===== config.mk =====
export PLATFORM = sky130hd
export DESIGN_NAME = mem_port_arbiter
export DESIGN_NICKNAME = d
export VERILOG_FILES = /design/src/rtl/mem_port_arbiter.sv
export SDC_FILE = /design/constraint.sdc
export NUM_CORES = 1
export LEC_CHECK = 0
export CORE_AREA = 2 2 119 121
export CTS_CLUSTER_SIZE = 12
export DETAILED_ROUTE_END_ITERATION = 8
export DIE_AREA = 0 0 121 123
export PLACE_DENSITY = 0.89
export SLEW_MARGIN = 20
export SYNTH_ARGS = -nofsm -noshare
export SYNTH_HDL_FRONTEND = slang
export SYNTH_SLANG_ARGS = --single-unit

===== constraint.sdc =====
create_clock -name clk -period 14.5 [get_ports clk]
set_input_delay 3.625 -clock clk [delete_from_list [all_inputs] [get_ports clk]]
set_output_delay 3.625 -clock clk [all_outputs]
set_load 0.03 [all_outputs]

===== src/rtl/mem_port_arbiter.sv =====
// rtl/mem_port_arbiter.sv - shares one variable-latency memory port between fetch and data.
// Data beats fetch; each access is a registered req/ack handshake with a timeout.
module mem_port_arbiter #(
   parameter int DATA_W  = 32,
   parameter int CNT_W   = 8,
   parameter int TIMEOUT = 200
) (
   input  logic              clk,
   input  logic              rst,
   input  logic              if_req,
   input  logic [DATA_W-1:0] if_addr,
   output logic [DATA_W-1:0] if_rdata,
   output logic              if_valid,
   output logic              if_stall,
   input  logic              dm_read,
   input  logic              dm_write,
   input  logic [DATA_W-1:0] dm_addr,
   input  logic [DATA_W-1:0] dm_wdata,
   output logic [DATA_W-1:0] dm_rdata,
   output logic              dm_stall,
   output logic              mem_req,
   output logic              mem_we,
   output logic [DATA_W-1:0] mem_addr,
   output logic [DATA_W-1:0] mem_wdata,
   input  logic [DATA_W-1:0] mem_rdata,
   input  logic              mem_ack,
   output logic              mem_err
);

   typedef enum logic [2:0] {IDLE, D_WAIT, D_DONE, I_WAIT, I_DONE} state_t;

   state_t            state_q, state_d;
   logic [CNT_W-1:0]  cnt_q, cnt_d;
   logic              mem_req_q, mem_req_d;
   logic              mem_we_q, mem_we_d;
   logic [DATA_W-1:0] mem_addr_q, mem_addr_d;
   logic [DATA_W-1:0] mem_wdata_q, mem_wdata_d;
   logic [DATA_W-1:0] if_rdata_q, if_rdata_d;
   logic [DATA_W-1:0] dm_rdata_q, dm_rdata_d;
   logic              if_valid_q, if_valid_d;
   logic              mem_err_q, mem_err_d;
   logic              dm_any;
   logic              timed_out;

   assign dm_any    = dm_read | dm_write;
   // The last wait cycle is the one whose counter holds TIMEOUT-1, so WAIT lasts TIMEOUT cycles.
   assign timed_out = (cnt_q == CNT_W'(TIMEOUT - 1));

   always_comb begin
      state_d     = state_q;
      cnt_d       = '0;
      mem_we_d    = mem_we_q;
      mem_addr_d  = mem_addr_q;
      mem_wdata_d = mem_wdata_q;
      if_rdata_d  = if_rdata_q;
      dm_rdata_d  = dm_rdata_q;
      mem_err_d   = mem_err_q;
      case (state_q)
         IDLE: begin
            if (dm_any) begin
               mem_addr_d  = dm_addr;
               mem_wdata_d = dm_wdata;
               mem_we_d    = dm_write;
               state_d     = D_WAIT;
            end else if (if_req) begin
               mem_addr_d = if_addr;
               mem_we_d   = 1'b0;
               state_d    = I_WAIT;
            end
         end
         D_WAIT: begin
            if (mem_ack) begin
               if (!mem_we_q) dm_rdata_d = mem_rdata;
               state_d = D_DONE;
            end else if (timed_out) begin
               mem_err_d  = 1'b1;
               dm_rdata_d = '0;
               state_d    = D_DONE;
            end else begin
               cnt_d = cnt_q + CNT_W'(1);
            end
         end
         I_WAIT: begin
            if (mem_ack) begin
               if_rdata_d = mem_rdata;
               state_d    = I_DONE;
            end else if (timed_out) begin
               mem_err_d  = 1'b1;
               if_rdata_d = '0;
               state_d    = I_DONE;
            end else begin
               cnt_d = cnt_q + CNT_W'(1);
            end
         end
         D_DONE:  state_d = IDLE;
         I_DONE:  state_d = IDLE;
         default: state_d = IDLE;
      endcase
      mem_req_d  = (state_d == D_WAIT) || (state_d == I_WAIT);
      if_valid_d = (state_d == I_DONE);
   end

   always_ff @(posedge clk or posedge rst) begin
      if (rst) begin
         state_q     <= IDLE;
         cnt_q       <= '0;
         mem_req_q   <= 1'b0;
         mem_we_q    <= 1'b0;
         mem_addr_q  <= '0;
         mem_wdata_q <= '0;
         if_rdata_q  <= '0;
         dm_rdata_q  <= '0;
         if_valid_q  <= 1'b0;
         mem_err_q   <= 1'b0;
      end else begin
         state_q     <= state_d;
         cnt_q       <= cnt_d;
         mem_req_q   <= mem_req_d;
         mem_we_q    <= mem_we_d;
         mem_addr_q  <= mem_addr_d;
         mem_wdata_q <= mem_wdata_d;
         if_rdata_q  <= if_rdata_d;
         dm_rdata_q  <= dm_rdata_d;
         if_valid_q  <= if_valid_d;
         mem_err_q   <= mem_err_d;
      end
   end

   // Stalls release combinationally in DONE so the stage advances at the end of that cycle.
   assign dm_stall  = dm_any & (state_q != D_DONE);
   assign if_stall  = if_req & (state_q != I_DONE);
   assign mem_req   = mem_req_q;
   assign mem_we    = mem_we_q;
   assign mem_addr  = mem_addr_q;
   assign mem_wdata = mem_wdata_q;
   assign if_rdata  = if_rdata_q;
   assign dm_rdata  = dm_rdata_q;
   assign if_valid  = if_valid_q;
   assign mem_err   = mem_err_q;

endmodule


== After elaboration in Yosys (flattened, before gate mapping) ==
Cells that the tools add are included.
W data, S select, Z words.

* Logic and storage cells: 52
* Register bits: 143
* Input port bits: 134

* Add/subtract/negate cells: 1
* Bitwise gates (word level): 4
* Eq/ne operators: 9
* Reduce and logical (&&, ||, !) cells: 10
* Muxes and demuxes: 18

{| class="wikitable"
|+ Operator list
! cell !! number
|-
| $mux W32 || 6
|-
| $mux W8 || 3
|-
| $mux W3 || 6
|-
| $pmux W3 S3 || 1
|-
| $add A8 B1 Y8 const B || 1
|-
| $eq A8 B8 Y1 const B || 1
|-
| $eq A3 B1 Y1 const B || 2
|-
| $eq A3 B2 Y1 const B || 2
|-
| $reduce_and A2 Y1 || 3
|-
| $reduce_and A3 Y1 || 2
|-
| $reduce_bool A2 Y1 || 2
|-
| $eq A3 B3 Y1 const B || 1
|-
| $logic_not A3 Y1 || 1
|-
| $ne A3 B2 Y1 const B || 1
|-
| $ne A3 B3 Y1 const B || 1
|-
| $and A1 B1 Y1 || 2
|-
| $mux W1 || 2
|-
| $ne A2 B2 Y1 const B || 1
|-
| $reduce_or A2 Y1 || 1
|-
| $logic_or A1 B1 Y1 || 1
|-
| $not A1 Y1 || 1
|-
| $or A1 B1 Y1 || 1
|}

== Logic depth before layout (Yosys ltp) ==
* Depth after elaboration: 6
* Depth in mapped cells: 7

== Least setup slack after synthesis ==
No wires, ideal clock.

* Path kind: input to output
* From: in dm_write
* To: out dm_stall
* Cell stages on the path: 3
* Arrival: 4.391 ns
* Path slack: 6.484 ns
* Cells stage by stage: nor2_2 > buf_2 > a21oi_1

* Longest elaborated chain between the ends: 2

{| class="wikitable"
|+ RTL lines
! item !! RTL line !! source
|-
| start: declaration || 16 || <nowiki>input logic dm_write,</nowiki>
|-
| $or A1 B1 Y1 || 45 || <nowiki>assign dm_any = dm_read | dm_write;</nowiki>
|-
| $and A1 B1 Y1 || 130 || <nowiki>assign dm_stall = dm_any & (state_q != D_DONE);</nowiki>
|-
| end: declaration || 20 || <nowiki>output logic dm_stall,</nowiki>
|}

No other way between the ends.

== Worst setup path after layout ==
Same ends and word-level chain as after synthesis.

==> metrics.md <==
| Metric | Value |
|---|---|
| Average size of a mapped cell | 13.04 µm² |
| CTS Buffer Depth | 2 |
| Fin cells | 905 |
| NetSw | 0.0009507 W |
| Final setup fails | 0 |
| 1st-pass router iterations | 4 |
| CTS Buf Count | 17 |
| CTS Sinks | 143 |
| Post-cts resize count | 0 |
| Layout cells sized above 1 | 8.828% |
| Post-Syn Nets | approximately 600 |
| Share of the synthesized area in the top cell type | 59.65% |
| Max Fclk | 108.6 MHz |
| Placed Cells | 876 |
| P_int | 0.001408 W |
| Combinational share of power | 51.9% |
| Kind of critical path | primary input to primary output |
| Layout fillers | 961 |
| Die Area | ~0.015 mm² |
| Slew Limit Fails | 0 |
| Nets | 850 |
| Number of synthesized flops with an enable pin | 0 |
| RSZ-0062 raised after global routing | false |
| Port Buffer Count | 267 |
| Reg clk slew, reported paths | 0.05 ns |
| Relative slew margins | 27.94% |
| Worst Skew | about 0.0048 ns |
| Sequential power share | 30.0% |
| Detail Route Antenna Nets | 0 |
| Max rail drop VDD | 0.0001122 V |
| CP required | ~11 ns |
| Largest cells by area after synthesis | dfrtp_1, a22o_1, mux2i_1 |
| Die Height | 123 µm |
| Hold Path Class | flop to flop |
| Total number of vias | 4837 |
| # Post-CTS Setup Buffers | 0 |
| Post-Syn Instances | 460 |
| Initial Util | 44.08% |
| Gpl congestion | 0.7850 |
| Via density | 5.345 |
| Worst slew pin tran | 1.076 ns |
| Power Density | approximately 250 mW/mm² |
| Tot Pwr | between 0.002 and 0.0025 W |
| Hold buffer count at CTS | 0 |
| Synth warn | 0 |
| Clock Latency Late Sink | 0.41 ns |
| Fin. Hold Viols | 0 |
| CTS tree | done |
| CTS H-Tree Depth | 4 |
| Worst EP arrival | 5.58 ns |
| Largest net degree at the start of global routing | 85 |
| Die Wd | 121 µm |
| Multi-input gate area | 0.002213 mm² |
| Primary FF master, synth | dfrtp_1 |
| Startpoint Class | primary input |
| Grt total ovfl | 0 |
| Std-Cell Rows | between 40 and 50 |
| Final period utilization | 63.50% |
| DP HPWL | 12.27 mm |
| Initial antenna violation count | 0 |
| Placed Area | between 0.008 and 0.009 mm² |
| Core Area | 0.01361 mm² |
| Post-Syn Area | 0.006000 mm² |
| Crit path max fanout | 34 |
| Commonest non-fill, non-tap cell in the layout | clkdlybuf4s50_1 |
| Post-route cell area | between 0.009 and 0.01 mm² |
| Max-cap violations | 0 |
| Setup TNS | 0 ns |
| Hold slack | around 0.47 ns |
| Clock power share | a little under a fifth |
| Status | finished, final reports clean |
| First-pass GRT wire length | 26.05 mm |
| Synth area leader | dfrtp_1 |
| # IOs | 268 |
| Tot GR Track Use | 23.01% |
| Residual DRC | 0 |
| Commonest cells after routing, fill and taps aside | clkdlybuf4s50_1, dfrtp_1, a22o_1, nor2_1, a21oi_1 |
| First-iteration detailed-routing DRC count | 344 |
| Unique cell type count in the Yosys netlist | 40 |
| Root buf cell | clkbuf_16 |
| Routed WL | 17.18 mm |
| Sw frac | between 40% and 50% |
| Lkg Pwr | 3.939 nW |
| Setup slack, reg-to-reg | 12.41 ns |
| Reg area | 0.003578 mm² |
| Crit. End Element | primary output |
| Vias in the first global route | about 4900 |
| Async SR Flop Fraction | 100.0% |
| WL/cell | 18.99 µm |
| Seq/Total Area, Yosys | 59.65% |
| Fin crit period | 9.208 ns |
| Area Growth Syn to Fin | 55.27% |
| Ant. Diodes | 0 |
| Yosys reg bits | around 140 |
## cells by family (layout without fill, tap and decap cells)
family / Yosys count / count (layout) / synth area share (%)
AOI/OAI and AO/OA: 138 / 138 / 18.21
xor gates and xnor gates: 5 / 5 / 0.7301
adders and majority gates: 1 / 1 / 0.2085
buffers and inverters: 39 / 304 / 3.900
DFF: 143 / 143 / 59.65
muxes: 65 / 65 / 11.53
and+or+nand+nor: 69 / 69 / 5.777
## cell usage after synthesis (all sizes together), types with 3 or more instances
| cell | n |
|---|---|
| dfrtp | 143 |
| a22o | 95 |
| nor2 | 44 |
| a21oi | 33 |
| mux2 | 33 |
| mux2i | 32 |
| buf | 25 |
| clkbuf | 10 |
| nand2 | 7 |
| nand3 | 5 |
| inv | 4 |
| o21ai | 3 |
| xnor2 | 3 |
## sequential cells by signal, summed over array words and instances, names as in the netlist
name	count
dm_rdata	32
if_rdata	32
mem_addr	32
mem_wdata	32
cnt_q	8
state_q	3
if_valid	1
mem_err	1
mem_req	1
mem_we	1
## area by class of cell
class / instances / area share [%]
flip-flops and latches: 143 / 38.42
clock inverters: 7 / 1.209
multi-input cells: 278 / 23.76
well taps: 180 / 2.418
repair buffers: 271 / 29.00
inverters: 4 / 0.2149
clock buffers: 22 / 4.983
## power by group through the flow
stage          Clock, W  Sequential, W  Combinational [W]
6_report       0.000427       0.000708            0.00122
2_1_floorplan         0        0.00105           0.000387
3_3_place_gp          0       0.000697            0.00120
3_5_place_dp          0       0.000712            0.00122
4_1_cts        0.000433       0.000708            0.00123
5_1_grt        0.000455       0.000730            0.00129
## metrics by stage
stage                     setup WS, ns  util, %
after CTS                        5.319    68.34
after global placement           5.409    64.11
final                            5.292    68.43
after floorplan                  6.484        -
after detailed placement         5.375    64.11
after global routing             5.237    68.43
## final timing paths
check                          from            end  cells after the start
max                        dm_write       dm_stall                      5
min                        cnt_q[0]       cnt_q[0]                      1
max reg2reg                cnt_q[0]   if_rdata[14]                      5
min reg2reg                cnt_q[0]       cnt_q[0]                      1
max in group asynchronous       rst  mem_wdata[10]                      3
min in group asynchronous       rst   mem_addr[23]                      2
## worst max-delay path, cell delays in order
cell and delay (ns):
clkdlybuf4s50_1 0.56, nor2_4 0.17, buf_4 0.48, a21oi_1 0.10
clkdlybuf4s50_1 0.63
## per-layer routing
layer	vias to the layer above	share of wire (%)	routed length, µm	track usage [%]
met5	-	0	0	0
met1	2389	39	6634	26.91
met2	201	52	8946	39.61
li1	2209	-	-	-
met3	38	6.1	1050	6.089
met4	0	3.2	552	10.83
(Power assumes the default switching activity.)
